<file path="src/rtl/keypad_pkg.sv">
// Shared types and constants for the 4x4 keypad scanner and its output buffer.
package keypad_pkg;

    localparam int NUM_ROWS   = 4;
    localparam int NUM_COLS   = 4;
    localparam int FIFO_DEPTH = 4;
    localparam int KEY_W      = $clog2(NUM_ROWS * NUM_COLS);

    typedef enum logic [1:0] {
        SCAN,
        DEBOUNCE,
        EMIT,
        WAIT_RELEASE
    } scan_state_e;

    // Index of the lowest-numbered zero bit; 0 when no bit is low.
    function automatic logic [1:0] lowest_low(input logic [3:0] v);
        logic [1:0] idx;
        idx = 2'd0;
        for (int i = NUM_COLS - 1; i >= 0; i--) begin
            if (!v[i]) idx = 2'(i);
        end
        return idx;
    endfunction

endpackage

</file>
<file path="src/rtl/keypad_fifo.sv">
// Key output buffer: DEPTH-entry FIFO with valid/ready drain and sticky overflow.
module keypad_fifo
    import keypad_pkg::*;
#(
    parameter int DEPTH = 1
) (
    input  logic             clk,
    input  logic             reset,
    input  logic             push_i,
    input  logic [KEY_W-1:0] push_data_i,
    output logic [KEY_W-1:0] out_data_o,
    output logic             out_valid_o,
    input  logic             out_ready_i,
    output logic             overflow_o
);

    localparam int PTR_W = (DEPTH > 1) ? $clog2(DEPTH) : 1;
    localparam int CNT_W = $clog2(DEPTH + 1);

    logic [KEY_W-1:0] mem_q [DEPTH];
    logic [PTR_W-1:0] rd_ptr_q;
    logic [PTR_W-1:0] wr_ptr_q;
    logic [CNT_W-1:0] count_q;
    logic             overflow_q;
    logic             pop;
    logic             full;
    logic             accept;

    function automatic logic [PTR_W-1:0] next_ptr(input logic [PTR_W-1:0] p);
        return (p == PTR_W'(DEPTH - 1)) ? '0 : p + 1'b1;
    endfunction

    assign out_valid_o = (count_q != '0);
    assign out_data_o  = mem_q[rd_ptr_q];
    assign overflow_o  = overflow_q;
    assign pop         = out_valid_o && out_ready_i;
    assign full        = (count_q == CNT_W'(DEPTH));
    // A pop in the same cycle frees the slot, so a full buffer still accepts.
    assign accept      = push_i && (!full || pop);

    always_ff @(posedge clk) begin
        if (reset) begin
            rd_ptr_q   <= '0;
            wr_ptr_q   <= '0;
            count_q    <= '0;
            overflow_q <= 1'b0;
            for (int i = 0; i < DEPTH; i++) mem_q[i] <= '0;
        end else begin
            if (accept) begin
                mem_q[wr_ptr_q] <= push_data_i;
                wr_ptr_q        <= next_ptr(wr_ptr_q);
            end
            if (pop) rd_ptr_q <= next_ptr(rd_ptr_q);
            if (push_i && !accept) overflow_q <= 1'b1;
            if (accept && !pop)      count_q <= count_q + 1'b1;
            else if (!accept && pop) count_q <= count_q - 1'b1;
        end
    end

endmodule

</file>
<file path="src/rtl/keypad_scanner.sv">
// 4x4 matrix keypad scanner with debounce and buffered key output.
// Define KEYPAD_FIFO_EN for a 4-deep key FIFO; otherwise a single holding register.
module keypad_scanner
    import keypad_pkg::*;
#(
    parameter int SCAN_DIV     = 1000,
    parameter int DEBOUNCE_CNT = 4
) (
    input  logic             clk,
    input  logic             reset,
    output logic [3:0]       row,
    input  logic [3:0]       col,
    output logic [KEY_W-1:0] key_code,
    output logic             key_valid,
    input  logic             key_ready,
    output logic             overflow
);

`ifdef KEYPAD_FIFO_EN
    localparam int BUF_DEPTH = FIFO_DEPTH;
`else
    localparam int BUF_DEPTH = 1;
`endif

    localparam int DIV_W = (SCAN_DIV > 1) ? $clog2(SCAN_DIV) : 1;
    localparam int DEB_W = (DEBOUNCE_CNT > 1) ? $clog2(DEBOUNCE_CNT) : 1;

    scan_state_e      state_q;
    logic [3:0]       col_meta_q;
    logic [3:0]       col_sync_q;
    logic [3:0]       row_q;
    logic [3:0]       pattern_q;
    logic [KEY_W-1:0] code_q;
    logic [DIV_W-1:0] dwell_q;
    logic [DEB_W-1:0] deb_cnt_q;
    logic             sample;
    logic             all_high;
    logic             deb_done;

    assign row      = row_q;
    assign sample   = (dwell_q == DIV_W'(SCAN_DIV - 1));
    assign all_high = &col_sync_q;
    assign deb_done = (deb_cnt_q == DEB_W'(DEBOUNCE_CNT - 1));

    always_ff @(posedge clk) begin
        if (reset) begin
            state_q    <= SCAN;
            col_meta_q <= 4'b1111;
            col_sync_q <= 4'b1111;
            row_q      <= 4'b1110;
            pattern_q  <= 4'b1111;
            code_q     <= '0;
            dwell_q    <= '0;
            deb_cnt_q  <= '0;
        end else begin
            col_meta_q <= col;
            col_sync_q <= col_meta_q;
            dwell_q    <= sample ? '0 : dwell_q + 1'b1;
            unique case (state_q)
                SCAN: begin
                    if (sample) begin
                        if (all_high) begin
                            row_q <= {row_q[2:0], row_q[3]};
                        end else begin
                            pattern_q <= col_sync_q;
                            code_q    <= {lowest_low(row_q), lowest_low(col_sync_q)};
                            deb_cnt_q <= '0;
                            state_q   <= DEBOUNCE;
                        end
                    end
                end
                DEBOUNCE: begin
                    if (sample) begin
                        if (col_sync_q == pattern_q) begin
                            if (deb_done) begin
                                deb_cnt_q <= '0;
                                state_q   <= EMIT;
                            end else begin
                                deb_cnt_q <= deb_cnt_q + 1'b1;
                            end
                        end else begin
                            deb_cnt_q <= '0;
                            row_q     <= {row_q[2:0], row_q[3]};
                            state_q   <= SCAN;
                        end
                    end
                end
                EMIT: begin
                    deb_cnt_q <= '0;
                    state_q   <= WAIT_RELEASE;
                end
                WAIT_RELEASE: begin
                    // Any low sample restarts the release count.
                    if (sample) begin
                        if (!all_high) begin
                            deb_cnt_q <= '0;
                        end else if (deb_done) begin
                            deb_cnt_q <= '0;
                            row_q     <= {row_q[2:0], row_q[3]};
                            state_q   <= SCAN;
                        end else begin
                            deb_cnt_q <= deb_cnt_q + 1'b1;
                        end
                    end
                end
                default: state_q <= SCAN;
            endcase
        end
    end

    keypad_fifo #(
        .DEPTH (BUF_DEPTH)
    ) u_fifo (
        .clk         (clk),
        .reset       (reset),
        .push_i      (state_q == EMIT),
        .push_data_i (code_q),
        .out_data_o  (key_code),
        .out_valid_o (key_valid),
        .out_ready_i (key_ready),
        .overflow_o  (overflow)
    );

endmodule
</file>
<file path="config.mk">
export PLATFORM = sky130hd
export DESIGN_NAME = keypad_scanner
export DESIGN_NICKNAME = d
export VERILOG_FILES = /design/src/rtl/keypad_pkg.sv /design/src/rtl/keypad_fifo.sv /design/src/rtl/keypad_scanner.sv
export SDC_FILE = /design/constraint.sdc
export NUM_CORES = 1
export LEC_CHECK = 0
export ABC_AREA = 1
export ABC_CLOCK_PERIOD_IN_PS = 4300
export BUFFER_PORTS_ARGS = -buffer_cell sky130_fd_sc_hd__buf_2
export CORE_MARGIN = 1.5
export CORE_UTILIZATION = 39
export DETAILED_ROUTE_END_ITERATION = 10
export PLACE_DENSITY = 0.63
export SLEW_MARGIN = 20
export SYNTH_ARGS = -nofsm -noshare
export SYNTH_HDL_FRONTEND = slang
export SYNTH_SLANG_ARGS = --single-unit
</file>
<file path="constraint.sdc">
create_clock -name clk -period 4.3 [get_ports clk]
set_input_delay 0.86 -clock clk [delete_from_list [all_inputs] [get_ports clk]]
set_output_delay 0.86 -clock clk [all_outputs]
set_load 0.02 [all_outputs]
</file>
# Word-level counts from Yosys, hierarchy flattened
# Memory sizes are Yosys's and may differ from the RTL's.
# Index checks and enable logic that the tools add are counted.
# word_totals
reg_bits,36
ramBits,4
input_bits,7
out_inout_bits,10
elab_cells,92
n_memories,1
# op_classes
addsub,4
eq_ne,15
muxes,42
n_bitwise,1
n_reduce_logical,19
# mem_list
name,words,word_bits,rd,rd_clocked_by_memory_dff,write_ports,line,rtl
u_fifo.mem_q,1,4,1,0,1,keypad_fifo.sv:20,logic [KEY_W-1:0] mem_q [DEPTH];
# ops
cell,count
$mux 2,23
$mux 4,8
$ne 2x2->1 const B,8
$pmux 2 s4,2
$pmux 4 s3,1
$add 10x1->10 const B,1
$eq 10x10->1 const B,1
$mux 1,8
$reduce_and 4->1,2
$reduce_and 8->1,1
$reduce_and 7->1,1
$eq 2x2->1 const B,3
$logic_and 1x1->1,5
$eq 4x4->1,1
$reduce_or 4->1,1
$logic_not 1->1,3
$ne 3x3->1 const B,1
$reduce_and 3->1,1
$reduce_bool 3->1,1
$add 2x1->2 const B,1
$eq 2x1->1 const B,1
$logic_not 2->1,1
$reduce_bool 2->1,1
$reduce_or 2->1,1
4 further kinds,4

# Logic depth before layout (Yosys ltp)
# logic_depth
depth_word,8
ltp_mapped,11
mapped_depth_nobuf,11

# By module
# A second synthesis with hierarchy kept.
# unflattened
cells_unflattened,222
area_unflattened_um2,1803.0
# modules_own_cells
module,n_inst,cells_each,area_per_inst_um2,seq_area_each_um2
keypad_scanner,1,197,1559.0,680.7
keypad_fifo,1,25,244.0,160.2

# Least setup slack after synthesis
# No wires, ideal clock.
# synth_path
path_type,input to register
from,input port reset
to,"memory u_fifo.mem_q[0][0] (netlist name), enable pin"
setup_time_ns,0.361
arrival_ns,1.450
required_time_ns,3.939
setup_slack_ns,2.489
cell_stages,4
n_path_buf,2
path_cell_list,clkbuf_1 > inv_1 > clkbuf_8 > o21ai_0
# synth_via
elab_chain_cells,4
word_cells_on_any_way,6
# synth_rtl
element,line,rtl
from (decl),keypad_scanner.sv:10,"input logic reset,"
$mux 1,keypad_fifo.sv:42,if (reset) begin
$mux 1 (implied by the code),keypad_fifo.sv:50,mem_q[wr_ptr_q] <= push_data_i;
$reduce_or 4->1 (no line),-,
$mux 1 (no line) *,-,
to (decl),keypad_fifo.sv:20,
# Mark *: on every way between the ends. The rest lies on a longest branch, timed or not.

# Worst setup path in the final report
# layout_path
from,"register row_q[3], in the netlist row[3]"
to,output port row[3]
# layout_rtl
element,line,rtl
from (decl),keypad_scanner.sv:31,logic [3:0] row_q;
from (signal assigned),keypad_scanner.sv:63,"row_q <= {row_q[2:0], row_q[3]};"
from (signal assigned),keypad_scanner.sv:83,"row_q <= {row_q[2:0], row_q[3]};"
from (signal assigned),keypad_scanner.sv:99,"row_q <= {row_q[2:0], row_q[3]};"
to (decl),keypad_scanner.sv:11,"output logic [3:0] row,"
# No word-level cell between the ends.

==> impl_metrics.json <==
{
  "dp_hpwl_um": 2155,
  "grt-ovfl-total": 0,
  "cts_setup_buffers": 0,
  "clock_skew_ps": 8.492,
  "cts.repair.resized": 0,
  "rows": 24,
  "avgSynthCellArea_um2": 7.551,
  "synth_most_common_cell": "nand2_1",
  "synth_adder_area_share_pct": 1.447,
  "cp-start-kind": "flop",
  "place_congestion": 0.8309,
  "antenna_cells": 0,
  "portBuffers": 16,
  "nets": 257,
  "worstRegToRegCells": 8,
  "synth_xor_area_share_pct": 0.5065,
  "dp.cells": 293,
  "cts_root_buf": "clkbuf_8",
  "preCtsSetupSlack_ps": 2250,
  "postRouteAntennaNets": 0,
  "period_share_pct": 40.76,
  "grt_pass1_wl_um": 5547,
  "totalWireLength_um": 2940,
  "path_cells": "buf_2",
  "path_depth": 1,
  "synth-compound-area-share_pct": 9.696,
  "vdd_drop_max_uv": 137.5,
  "period_needed_ps": 1753,
  "drt_iter0_markers": 30,
  "setup_tns_ps": 0,
  "yosys.area_share.simple_pct": 31.48,
  "grt_usage_pct": 14.12,
  "grt_antenna_before_repair": 0,
  "cts_hold_buffers": 0,
  "yosysWarnings": 0,
  "drv_slew": 0,
  "ys_ff_latch": 40,
  "syn_area_mm2": 0.001729,
  "cts_tree": "yes",
  "start_util_pct": 39.99,
  "critPathKind": "reg -> out",
  "yosysUniqueCellTypes": 25,
  "die_area_mm2": 0.004842,
  "num-fill-cells": 470,
  "rsz0062_at_grt": "no",
  "vias": 1428,
  "cap_violations": 0,
  "synthMuxAreaShare_pct": 0,
  "end_kind": "output port",
  "cpLargestDelayFamily": "flip-flops",
  "setup_viol": 0,
  "htree_levels": 2,
  "synthFlopType": "dfxtp_1",
  "power.leakage_nw": 0.8534,
  "arrival_ps": 890,
  "fp.dieH_um": 69.59,
  "hold_ws_ps": 410.4,
  "yosysTopAreaCellShare_pct": 41.68,
  "crit_required_ps": 3440,
  "critPathMaxFanout": 5,
  "crit_path_max_incr_delay_ps": 410,
  "drt-vias-per-instance": 4.744,
  "avgRoutedWirePerCell_um": 9.767,
  "synth_top_family_by_area": "simple AND/OR/NAND/NOR gates",
  "drc": 0,
  "critPathSlowestCell": "dfxtp_1",
  "synthCells": 229,
  "worst_pin_slew_ps": 509.5,
  "clock_latency_ps": 300,
  "synthTopCellsByArea": "dfxtp_1 42%, nand2_1 10%, nor2_1 7.4%",
  "fin_area_mm2": 0.001932,
  "drtPass1Iterations": 4,
  "synth-edff-count": 4,
  "holdPathStages": 1,
  "ys_top_cells_by_count": "48 x nand2_1, 36 x dfxtp_1, 34 x nor2_1",
  "hold_viol": 0,
  "hp-class": "reg -> reg",
  "max_freq_mhz": 570.6,
  "numCtsBuffers": 5,
  "ios": 17,
  "synth_nets": 238,
  "place_area_mm2": 0.001844,
  "coreArea_mm2": 0.004324,
  "yosys.area.top_type": "dfxtp_1",
  "drive_above_1_share_pct": 16.47,
  "grt_max_degree": 20,
  "synthArstFlopShare_pct": 0,
  "cts_max_path_buffers": 2,
  "grt_pass1_vias": 1386,
  "powerDensity_mw_per_mm2": 342.6,
  "die_width_um": 69.59,
  "cp.buffers_inverters": 1,
  "fin_cells": 301,
  "clk_pin_slew_ps": 80,
  "utilization_pct": 44.68,
  "area_growth_pct": 11.72,
  "status": "finished, final reports clean",
  "worst_slack_ps": 2547,
  "ys_seq_area_share_pct": 48.63,
  "cts.sinks": 40,
  "slew-limit-headroom_pct": 65.67,
  "finalPower_uw": 661.9
}
kinds of logic (layout without fill, tap and decap cells):
kind of cell,Yosys count,count (layout)
adders and majority gates,2,2
AOI/OAI and AO/OA,32,32
xor gates and xnor gates,1,1
and+or+nand+nor,120,120
buffers and inverters,34,54
DFF,40,40
power by group:
part	leakage, nW	switching [mW]	internal, mW
clock	0.0479	0.131	0.113
combinational	0.472	0.0188	0.0111
sequential	0.333	0.00523	0.383
cell usage in the layout (no fill, tap or decap), drive strengths merged:
master | synthesis | layout
and3 | 1 | 1
nor2 | 37 | 37
a21oi | 15 | 15
buf | 2 | 16
edfxtp | 4 | 4
nor3b | 2 | 2
clkbuf | 2 | 5
clkinv | 0 | 3
o21ai | 14 | 14
xnor2 | 1 | 1
nor3 | 2 | 2
inv | 30 | 30
ha | 2 | 2
nand2 | 51 | 51
o211ai | 2 | 2
dfxtp | 36 | 36
nand4 | 5 | 5
o31ai | 1 | 1
or2 | 8 | 8
nand3 | 14 | 14
cell type report:
type                       count  area [um^2]  share of cell area, %
inverter                      30        112.6                  5.829
multi-input combinational    155        745.7                  38.60
clock inverter                 3        18.77                 0.9715
sequential                    40        840.8                  43.52
tap                           52        65.06                  3.368
timing repair buffer          16        80.08                  4.145
clock buffer                   5        68.82                  3.562
layer usage:
layer / vias up / GRT usage, % / part of all wire [%]
met4: 0 / 5.664 / 1.6
met2: 27 / 23.08 / 44
met3: 5 / 4.942 / 4.4
met1: 634 / 16.94 / 50
li1: 762 / - / -
met5: - / 0 / 0
sequential cells by signal (all words and copies together) (netlist names), named ones only:
| signal | cells |
|---|---|
| dwell_q | 10 |
| code_q | 4 |
| col_meta_q | 4 |
| col_sync_q | 4 |
| pattern_q | 4 |
| row | 4 |
| u_fifo.mem_q | 4 |
| deb_cnt_q | 2 |
| state_q | 1 |
| u_fifo.out_valid_o | 1 |
| u_fifo.overflow_o | 1 |
path summary, 6_finish.rpt:
path	slack [ps]	from	end
max	2550	row[3]	row[3]
min reg2reg	410	col_meta_q[1]	col_sync_q[1]
min	410	col_meta_q[1]	col_sync_q[1]
max reg2reg	2570	dwell_q[0]	code_q[2]
(Power assumes the default switching activity.)
